### src/rtl/serial_sub_pkg.sv
// Shared constants and types for the bit-serial unsigned subtractor.
// Latency: n/a (declarations only).
// Backpressure: n/a (declarations only).
package serial_sub_pkg;

    localparam int DEFAULT_WIDTH = 32;

    typedef enum logic [1:0] {
        IDLE = 2'd0,
        RUN  = 2'd1,
        DONE = 2'd2
    } state_t;

    // Bit counter must be able to hold values 0..width.
    function automatic int cnt_width(input int width);
        return $clog2(width + 1);
    endfunction

    localparam int DEFAULT_CNT_W = $clog2(DEFAULT_WIDTH + 1);

endpackage

### src/rtl/serial_unsigned_subtractor_full_subtractor.sv
// One-bit combinational full subtractor: d = a - b - bin, bout = borrow.
// Latency: combinational, zero cycles.
// Backpressure: none; pure function of its inputs.
module full_subtractor (
    input  logic a,
    input  logic b,
    input  logic bin,
    output logic d,
    output logic bout
);

    assign d    = a ^ b ^ bin;
    assign bout = (~a & b) | (~(a ^ b) & bin);

endmodule

### src/rtl/serial_unsigned_subtractor.sv
// Bit-serial unsigned subtractor, LSB first, one bit per clock; optional clamp-to-zero via SERIAL_SUB_SAT_EN.
// Latency: done pulses WIDTH+1 cycles after the cycle in which start is accepted.
// Backpressure: start is ignored while busy; results hold in dout/bout until the next completion.
module serial_unsigned_subtractor
    import serial_sub_pkg::*;
#(
    parameter int WIDTH = DEFAULT_WIDTH
) (
    input  logic             clk,
    input  logic             rst,
    input  logic             start,
    input  logic [WIDTH-1:0] in1,
    input  logic [WIDTH-1:0] in2,
    input  logic             bin,
    output logic             busy,
    output logic             done,
    output logic [WIDTH-1:0] dout,
    output logic             bout
);

    localparam int CNT_W = cnt_width(WIDTH);

    state_t             state_q, state_d;
    logic [WIDTH-1:0]   a_q, a_d;
    logic [WIDTH-1:0]   b_q, b_d;
    logic [WIDTH-1:0]   res_q, res_d;
    logic [WIDTH-1:0]   dout_q, dout_d;
    logic [CNT_W-1:0]   cnt_q, cnt_d;
    logic               br_q, br_d;
    logic               bout_q, bout_d;
    logic               busy_q, busy_d;
    logic               done_q, done_d;

    logic               fs_d;
    logic               fs_bout;
    logic               last_bit;
    logic [WIDTH-1:0]   res_shift;
    logic [WIDTH-1:0]   final_dout;

    // Single bit-slice shared by every RUN cycle; operands present their LSB.
    full_subtractor u_full_subtractor (
        .a    (a_q[0]),
        .b    (b_q[0]),
        .bin  (br_q),
        .d    (fs_d),
        .bout (fs_bout)
    );

    assign last_bit  = (cnt_q == CNT_W'(WIDTH - 1));
    // New difference bit enters at the MSB so that after WIDTH shifts bit 0 sits at the LSB.
    assign res_shift = (res_q >> 1) | {fs_d, {(WIDTH-1){1'b0}}};

`ifdef SERIAL_SUB_SAT_EN
    assign final_dout = fs_bout ? '0 : res_shift;
`else
    assign final_dout = res_shift;
`endif

    // Next-state and datapath: load on start, shift one bit per RUN cycle, publish on last bit.
    always_comb begin
        state_d = state_q;
        a_d     = a_q;
        b_d     = b_q;
        res_d   = res_q;
        dout_d  = dout_q;
        cnt_d   = cnt_q;
        br_d    = br_q;
        bout_d  = bout_q;
        busy_d  = 1'b0;
        done_d  = 1'b0;

        case (state_q)
            IDLE, DONE: begin
                if (start) begin
                    a_d     = in1;
                    b_d     = in2;
                    br_d    = bin;
                    res_d   = '0;
                    cnt_d   = '0;
                    state_d = RUN;
                    busy_d  = 1'b1;
                end else begin
                    state_d = IDLE;
                end
            end
            RUN: begin
                a_d   = a_q >> 1;
                b_d   = b_q >> 1;
                br_d  = fs_bout;
                res_d = res_shift;
                cnt_d = cnt_q + CNT_W'(1);
                if (last_bit) begin
                    state_d = DONE;
                    done_d  = 1'b1;
                    dout_d  = final_dout;
                    bout_d  = fs_bout;
                end else begin
                    busy_d  = 1'b1;
                end
            end
            default: begin
                state_d = IDLE;
            end
        endcase
    end

    // State and registered outputs; reset wins over any start or run in progress.
    always_ff @(posedge clk) begin
        if (rst) begin
            state_q <= IDLE;
            a_q     <= '0;
            b_q     <= '0;
            res_q   <= '0;
            dout_q  <= '0;
            cnt_q   <= '0;
            br_q    <= 1'b0;
            bout_q  <= 1'b0;
            busy_q  <= 1'b0;
            done_q  <= 1'b0;
        end else begin
            state_q <= state_d;
            a_q     <= a_d;
            b_q     <= b_d;
            res_q   <= res_d;
            dout_q  <= dout_d;
            cnt_q   <= cnt_d;
            br_q    <= br_d;
            bout_q  <= bout_d;
            busy_q  <= busy_d;
            done_q  <= done_d;
        end
    end

    assign busy = busy_q;
    assign done = done_q;
    assign dout = dout_q;
    assign bout = bout_q;

endmodule

### config.mk
export PLATFORM = sky130hd
export DESIGN_NAME = serial_unsigned_subtractor
export DESIGN_NICKNAME = d
export VERILOG_FILES = /design/src/rtl/serial_sub_pkg.sv /design/src/rtl/serial_unsigned_subtractor_full_subtractor.sv /design/src/rtl/serial_unsigned_subtractor.sv
export SDC_FILE = /design/constraint.sdc
export NUM_CORES = 1
export LEC_CHECK = 0
export BUFFER_PORTS_ARGS = -buffer_cell sky130_fd_sc_hd__buf_2
export CORE_UTILIZATION = 50
export CTS_CLUSTER_SIZE = 40
export DETAILED_ROUTE_END_ITERATION = 8
export HOLD_SLACK_MARGIN = 0.1
export PLACE_DENSITY = 0.73
export SLEW_MARGIN = 5
export SYNTH_ARGS = -nofsm -noshare
export SYNTH_HDL_FRONTEND = slang
export SYNTH_SLANG_ARGS = --single-unit
### constraint.sdc
create_clock -name clk -period 1.6 [get_ports clk]
set_input_delay 0.08 -clock clk [delete_from_list [all_inputs] [get_ports clk]]
set_output_delay 0.08 -clock clk [all_outputs]
set_load 0.01 [all_outputs]
==> run summary, run 1 <==
Outcome - finished clean
Worst R2R Path Depth - 6
FMAX - 673.4 MHz
Final Non-Filler Cells - 928
CTS root buffer - clkbuf_8
Clock skew - 9.783 ps
Clock network fraction of total power - 0.440
Worst vdd ir - 1.030 mV
Syn_area_per_cell - 8.974 um^2
Critical Path Max Stage Delay - 370 ps
Fin crit share - 0.9281
First-pass GRT wire length - 23260 um
Crit Path Class - flip-flop to flip-flop
Layout Area Growth over Synthesis - 35.13%
Tightest Pin Transition - 499.3 ps
Final-report setup violation count - 0
First drt pass iteration count - 5
RSZ-0062 raised after global routing - yes
Hold WC Path Type - input pin to flip-flop
Reg-to-reg critical path endpoint - dout[29]$_SDFFE_PP0P_
Core ar. - 0.01089 mm^2
Reg-to-Reg Start - cnt_q[0]$_SDFFE_PP0P_
Comb power frac - 0.107
Largest net degree at the start of global routing - 53
Final period demand of the worst path - 1485 ps
Pint - 6.055 mW
DR WL/cell - 15.30 um
Setup TNS - 0 ps
Layout cells sized above 1 - 0.2132
Sequential Power Share - 0.452
Clock buffer depth - 2
Placed insts - 826
Grt total ovfl - 0
Max Cap Viol - 0
Num Clock Sinks - 139
DRC violations left - 0
Vias - 5213
Total Routing Usage GR - 0.2531
Die outline width - 108.1 um
CP endpoint kind - flip-flop
Ant diodes - 0
GPL Wtd Cong - 0.7151
Final wirelength - 14200 um
Register bit total from synthesis - 139
Slew margin rel. - 0.6671
Initial core utilization - 0.5168
Synth Cell Area - 0.005627 mm^2
Vias in the first global route - 5040
Critical path data arrival time - 1930 ps
Pins Over Slew Limit - 0
Final count of hold timing violations - 0
R2R Setup Slk - 120 ps
Hold WS - 360.7 ps
Hold path startpoint - in1[31]
Synth Instances - 627
Final Net Count - 845
Net switching power - 2.042 mW
Pwr per Cell Area - 1065 mW/mm^2
Io pins - 103
Antenna violations before repair - 0
Die Y - 108.1 um
Ys Warns - 0
I/O Buffers - 102
Syn Nets - 697
H-tree levels - 4
Cts bufs inserted - 17
Critical Path RT - 2050 ps
Critical path's slowest cell - dfxtp_4
Clock Pin Slew Worst Setup and Hold Paths - 60 ps
Detail Route Antenna Nets - 0
Via-to-Cell Ratio - 5.617
CTS tree - built
Startpoint types - flip-flop
# rows - 38
Worst Hold Path EP - a_q[31]$_SDFFE_PP0P_
Clock Latency Late Sink - 530 ps
HPWL Detailed - 7937 um
Seq/Total Area, Yosys - 0.4946
Hold path cells - 4
Die area - 0.01168 mm^2
Worst-path fanout max - 9
Sw frac - 0.2522
Critical Path, Cell by Cell - ha_4, nand3_2, nor4_4, buf_4, buf_12, mux2i_1
Cell variety after synth - 27
Leak pwr - 2.783 nW
Iter 0 DRT Violations - 399
==> synth_stat cells (all sizes together) <==
library cell,count,area (um^2)
buf,30,153.9
a22oi,62,465.5
a31oi,1,6.260
nor4,1,21.27
nand3,101,505.5
ha,1,12.51
nand2b,67,419.2
and3,1,6.260
mux2,4,45.04
dfxtp,139,2783
clkbuf,33,123.9
inv,3,11.26
nor3b,2,15.01
mux2i,32,320.3
nand2,34,127.6
a2bb2oi,1,8.760
nor2,3,11.26
nor2b,5,31.28
or3,1,6.260
a21oi,101,505.5
fa,1,20.02
nand4,2,12.51
a211oi,1,7.510
o31ai,1,7.510
==> state kept, by name, summed over array words and instances (netlist names) <==
| register | flops |
|---|---|
| a_q | 32 |
| b_q | 32 |
| dout | 32 |
| res_q | 31 |
| cnt_q | 6 |
| state_q | 2 |
| bout | 1 |
| br_q | 1 |
| busy | 1 |
| done | 1 |
==> how the worst max path moves through the flow <==
stage	start	end	slack, ps	cells past startpoint
after floorplan	cnt_q[0]$_SDFFE_PP0P_	bout$_SDFFE_PP0P_	30	4
after global placement	cnt_q[0]$_SDFFE_PP0P_	dout[23]$_SDFFE_PP0P_	90	5
after detailed placement	cnt_q[0]$_SDFFE_PP0P_	dout[17]$_SDFFE_PP0P_	-0.8	5
after CTS	cnt_q[0]$_SDFFE_PP0P_	dout[9]$_SDFFE_PP0P_	0.09	6
after global routing	cnt_q[0]$_SDFFE_PP0P_	dout[11]$_SDFFE_PP0P_	-20	6
final	cnt_q[0]$_SDFFE_PP0P_	dout[29]$_SDFFE_PP0P_	120	6
==> metrics by stage <==
step | instance area (um^2) | power, mW | util | worst slack (ps)
after floorplan | 5627 | 4.189 | - | 33.01
after global placement | 6317 | 4.419 | 0.5802 | 86.82
after detailed placement | 6317 | 4.456 | 0.5802 | -0.7908
after CTS | 7630 | 8.129 | 0.7008 | 0.08704
after global routing | 7604 | 8.400 | 0.6983 | -23.35
final | 7604 | 8.097 | 0.6983 | 115.1
==> cell type report <==
class                      instances  area [um^2]
clock buffer                      18        417.9
fill                             807         3284
clock inverter                    14        123.9
multi-input combinational        422         2603
tap                              140        175.2
timing repair buffer             192         1480
inverter                           3        11.26
sequential                       139         2793
==> cell families (layout without fill, tap and decap cells) <==
logic type                 count (synthesis)  count (layout)  share of synthesized area
and+or+nand+nor                          217             217                     0.2055
AOI/OAI and AO/OA                        167             167                     0.1779
DFF                                      139             139                     0.4946
buffers and inverters                     66             227                    0.05137
muxes                                     36              36                    0.06493
adders and majority gates                  2               2                   0.005781
==> layer usage <==
layer,up-vias,part of all wire,GRT usage
met5,-,0,0
met4,0,0.027,0.1292
met3,40,0.050,0.05787
met2,174,0.50,0.4354
met1,2479,0.42,0.2934
li1,2520,-,-
==> layout by cell type, fill, tap and decap left out, types with 7 or more instances in the layout <==
cell type	count
dfxtp_1	135
a21oi_1	101
buf_2	101
nand3_1	100
dlygate4sd3_1	67
nand2b_1	65
a22oi_1	62
nand2_1	34
mux2i_1	32
clkbuf_16	16
buf_4	14
buf_12	8
clkinvlp_4	7
==> repair_timing <==
action | in CTS | in global routing
buffers inserted | 2 | 0
hold endpoints to repair | 79 | 0
gates resized for setup | 5 | 6
pin swaps | 1 | 1
endpoints found under the setup margin | 6 | 42
gates cloned | 2 | 0
hold buffers | 67 | 0
==> power by group through the flow <==
stage	Clock [mW]	Sequential, mW	Combinational [mW]
2_1_floorplan	0	3.71	0.477
4_1_cts	3.62	3.66	0.852
3_5_place_dp	0	3.73	0.724
5_1_grt	3.78	3.67	0.946
3_3_place_gp	0	3.72	0.694
6_report	3.56	3.66	0.870
==> worst max-delay path, delay by kind of cell, from the launching register on <==
family,cells,cell delay [ps]
adders and majority gates,1,150
buffers and inverters,2,380
DFF,1,370
muxes,1,210
and+or+nand+nor,2,300
Power figures use the tool's default switching activity.
==> inputs of run 2 (changes only) <==
--- a/config.mk
+++ b/config.mk
@@ -6,6 +6,7 @@
 export NUM_CORES = 1
 export LEC_CHECK = 0
 export BUFFER_PORTS_ARGS = -buffer_cell sky130_fd_sc_hd__buf_2
+export CORE_ASPECT_RATIO = 0.5
 export CORE_UTILIZATION = 50
 export CTS_CLUSTER_SIZE = 40
 export DETAILED_ROUTE_END_ITERATION = 8
==> run 2 against run 1 <==
The flow now finishes with violations (DRC). Clock skew fell by 2.2 ps. Worst hold slack got worse by 250 ps. Die area rose by 0.22%. Clock power rose by 9.6%. Total power rose by 4.1%. Count of clock-buffer cells in the layout rose by 6. Largest cell class unchanged. Largest power group is now the clock network. Via count fell by 2.3%. Critical path depth fell by 2. Worst setup slack got worse by 19 ps. Final cell count rose by 0.54%. Register-to-register slack got worse by 20 ps.
==> run summary, run 2 (same netlist as run 1, synthesis figures left out) <==
Antenna violations before repair - 0 (unchanged)
Reg-to-Reg Start - state_q[0]$_SDFFE_PP0P_ (was cnt_q[0]$_SDFFE_PP0P_)
Ant diodes - 0 (unchanged)
Startpoint types - flip-flop (unchanged)
I/O Buffers - 102 (unchanged)
Most common cell after layout, fill and taps aside - dfxtp_1 (unchanged)
Reg-to-reg critical path endpoint - a_q[9]$_SDFFE_PP0P_ (was dout[29]$_SDFFE_PP0P_)
Die Y - 77.01 um (was 108.1 um)
Clock network fraction of total power - 0.463 (was 0.440)
Final Net Count - 851 (was 845)
Worst Hold Path EP - done$_SDFF_PP0_ (was a_q[31]$_SDFFE_PP0P_)
Worst vdd ir - 0.7140 mV (was 1.030 mV)
WL met3 - 673 um (was 713 um)
Sequential cell area - 0.002785 mm^2 (was 0.002793 mm^2)
Detail Route Antenna Nets - 0 (unchanged)
DP Area - 0.006340 mm^2 (was 0.006317 mm^2)
Slew margin rel. - 0.6925 (was 0.6671)
Num Clock Sinks - 139 (unchanged)
Final wirelength - 13770 um (was 14200 um)
HPWL Detailed - 7652 um (was 7937 um)
RSZ-0062 raised after global routing - no (was yes)
Final-report setup violation count - 0 (unchanged)
Clock buffer depth - 2 (unchanged)
GPL Wtd Cong - 0.7801 (was 0.7151)
Comb power frac - 0.103 (was 0.107)
Vias in the first global route - 4932 (was 5040)
Pins Over Slew Limit - 0 (unchanged)
Initial core utilization - 0.5322 (was 0.5168)
CTS tree - built (unchanged)
Met2 Routed Length - 6648 um (was 7160 um)
Cts bufs inserted - 17 (unchanged)
Outcome - finished, violations left (was finished clean)
Multi-input gate area - 0.002603 mm^2 (unchanged)
Max Cap Viol - 0 (unchanged)
Tightest Pin Transition - 461.2 ps (was 499.3 ps)
DR WL/cell - 14.76 um (was 15.30 um)
Core ar. - 0.01057 mm^2 (was 0.01089 mm^2)
Critical path data arrival time - 1830 ps (was 1930 ps)
Sequential Power Share - 0.434 (was 0.452)
Setup TNS - 0 ps (unchanged)
Vias - 5093 (was 5213)
# rows - 26 (was 38)
Final count of hold timing violations - 0 (unchanged)
Fillers - 761 (was 807)
Hold WC Path Type - input pin to flip-flop (unchanged)
Hold path startpoint - rst (was in1[31])
Pint - 6.483 mW (was 6.055 mW)
CTS root buffer - clkbuf_16 (was clkbuf_8)
Clock skew - 7.604 ps (was 9.783 ps)
Clock Pin Slew Worst Setup and Hold Paths - 60 ps (about the same)
CP endpoint kind - flip-flop (unchanged)
Worst-path fanout max - 18 (was 9)
Hold path cells - 2 (was 4)
R2R Setup Slk - 100 ps (was 120 ps)
Worst R2R Path Depth - 4 (was 6)
Net switching power - 1.948 mW (was 2.042 mW)
Grt total ovfl - 0 (unchanged)
First-pass GRT wire length - 22800 um (was 23260 um)
FMAX - 665.0 MHz (was 673.4 MHz)
Clock Latency Late Sink - 410 ps (was 530 ps)
Io pins - 103 (unchanged)
Die area - 0.01171 mm^2 (was 0.01168 mm^2)
First drt pass iteration count - 7 (was 5)
Critical Path RT - 1930 ps (was 2050 ps)
Failing checks - DRC
DRC violations left - 7 (was 0)
Iter 0 DRT Violations - 384 (was 399)
Final Cell Area - 0.007655 mm^2 (was 0.007604 mm^2)
Final period demand of the worst path - 1504 ps (was 1485 ps)
Most frequent cells in the layout - 137 x dfxtp_1, 101 x a21oi_1, 101 x buf_2, 100 x nand3_1 (was 135 x dfxtp_1, 101 x a21oi_1, 101 x buf_2, 100 x nand3_1, 67 x dlygate4sd3_1)
Fin crit share - 0.9398 (was 0.9281)
Crit Path Class - flip-flop to flip-flop (unchanged)
H-tree levels - 4 (unchanged)
M1 WL - 6292 um (was 5931 um)
Layout cells sized above 1 - 0.2169 (was 0.2132)
Leak pwr - 2.851 nW (was 2.783 nW)
Top layer reached by signal wires - met4 (unchanged)
Die outline width - 152.0 um (was 108.1 um)
Pwr per Cell Area - 1101 mW/mm^2 (was 1065 mW/mm^2)
Sw frac - 0.2310 (was 0.2522)
Largest net degree at the start of global routing - 54 (was 53)
Via-to-Cell Ratio - 5.459 (was 5.617)
Total Routing Usage GR - 0.2375 (was 0.2531)
Layout Area Growth over Synthesis - 36.05% (was 35.13%)
[run 2: worst max path at each step]
stage	start	endpoint	slack, ps	cells after the start
final	state_q[0]$_SDFFE_PP0P_	a_q[9]$_SDFFE_PP0P_	100	4
after floorplan	cnt_q[0]$_SDFFE_PP0P_	bout$_SDFFE_PP0P_	30	4
after global placement	cnt_q[0]$_SDFFE_PP0P_	dout[11]$_SDFFE_PP0P_	110	5
after global routing	cnt_q[1]$_SDFFE_PP0P_	dout[19]$_SDFFE_PP0P_	6	6
after detailed placement	cnt_q[0]$_SDFFE_PP0P_	dout[21]$_SDFFE_PP0P_	70	5
after CTS	state_q[0]$_SDFFE_PP0P_	res_q[30]$_SDFFE_PP0P_	40	4
[run 2: routing by layer]
layer | global-route usage | up-vias
met5 | 0 | -
met4 | 0.08163 | 0
met3 | 0.06501 | 15
met2 | 0.3972 | 145
met1 | 0.2971 | 2397
li1 | - | 2536
[run 2: worst max-delay path, stage by stage (launching register included)]
cell and delay (ps):
dfxtp_1 500, nor2b_4 370, buf_4 280, a22oi_1 100, a21oi_1 180
[run 2: power by group through the flow]
stage / combinational [mW] / sequential [mW] / clock, mW
2_1_floorplan: 0.477 / 3.71 / 0
3_3_place_gp: 0.710 / 3.72 / 0
3_5_place_dp: 0.721 / 3.73 / 0
4_1_cts: 0.846 / 3.66 / 3.95
5_1_grt: 0.944 / 3.68 / 4.14
6_report: 0.865 / 3.66 / 3.90
[run 2: what timing repair did]
item	in CTS	in global routing
hold endpoints to repair	65	0
setup buffers	0	2
endpoints found under the setup margin	0	60
hold buffers	65	0
resized for setup	0	9
[run 2: cell type report]
class                           count  share of cell area
Multi-Input combinational cell    422              0.3400
Timing Repair Buffer              198              0.1948
Clock buffer                       24             0.06554
Clock inverter                      7             0.01144
Inverter                            3            0.001471
Tap cell                          140             0.02288
Sequential cell                   139              0.3638
[run 2: stage by stage]
| step | utilization | hold slack, ps | setup WS [ps] | cells | power, mW |
|---|---|---|---|---|---|
| global placement | 0.5996 | 321.4 | 107.9 | 834 | 4.435 |
| global route | 0.7240 | 132.6 | 6.297 | 933 | 8.761 |
| detailed placement | 0.5996 | 324.9 | 66.02 | 834 | 4.450 |
| finish | 0.7240 | 107.9 | 96.33 | 933 | 8.431 |
| floorplan | - | 216.0 | 33.01 | 627 | 4.189 |
| CTS | 0.7169 | 111.3 | 42.49 | 930 | 8.454 |
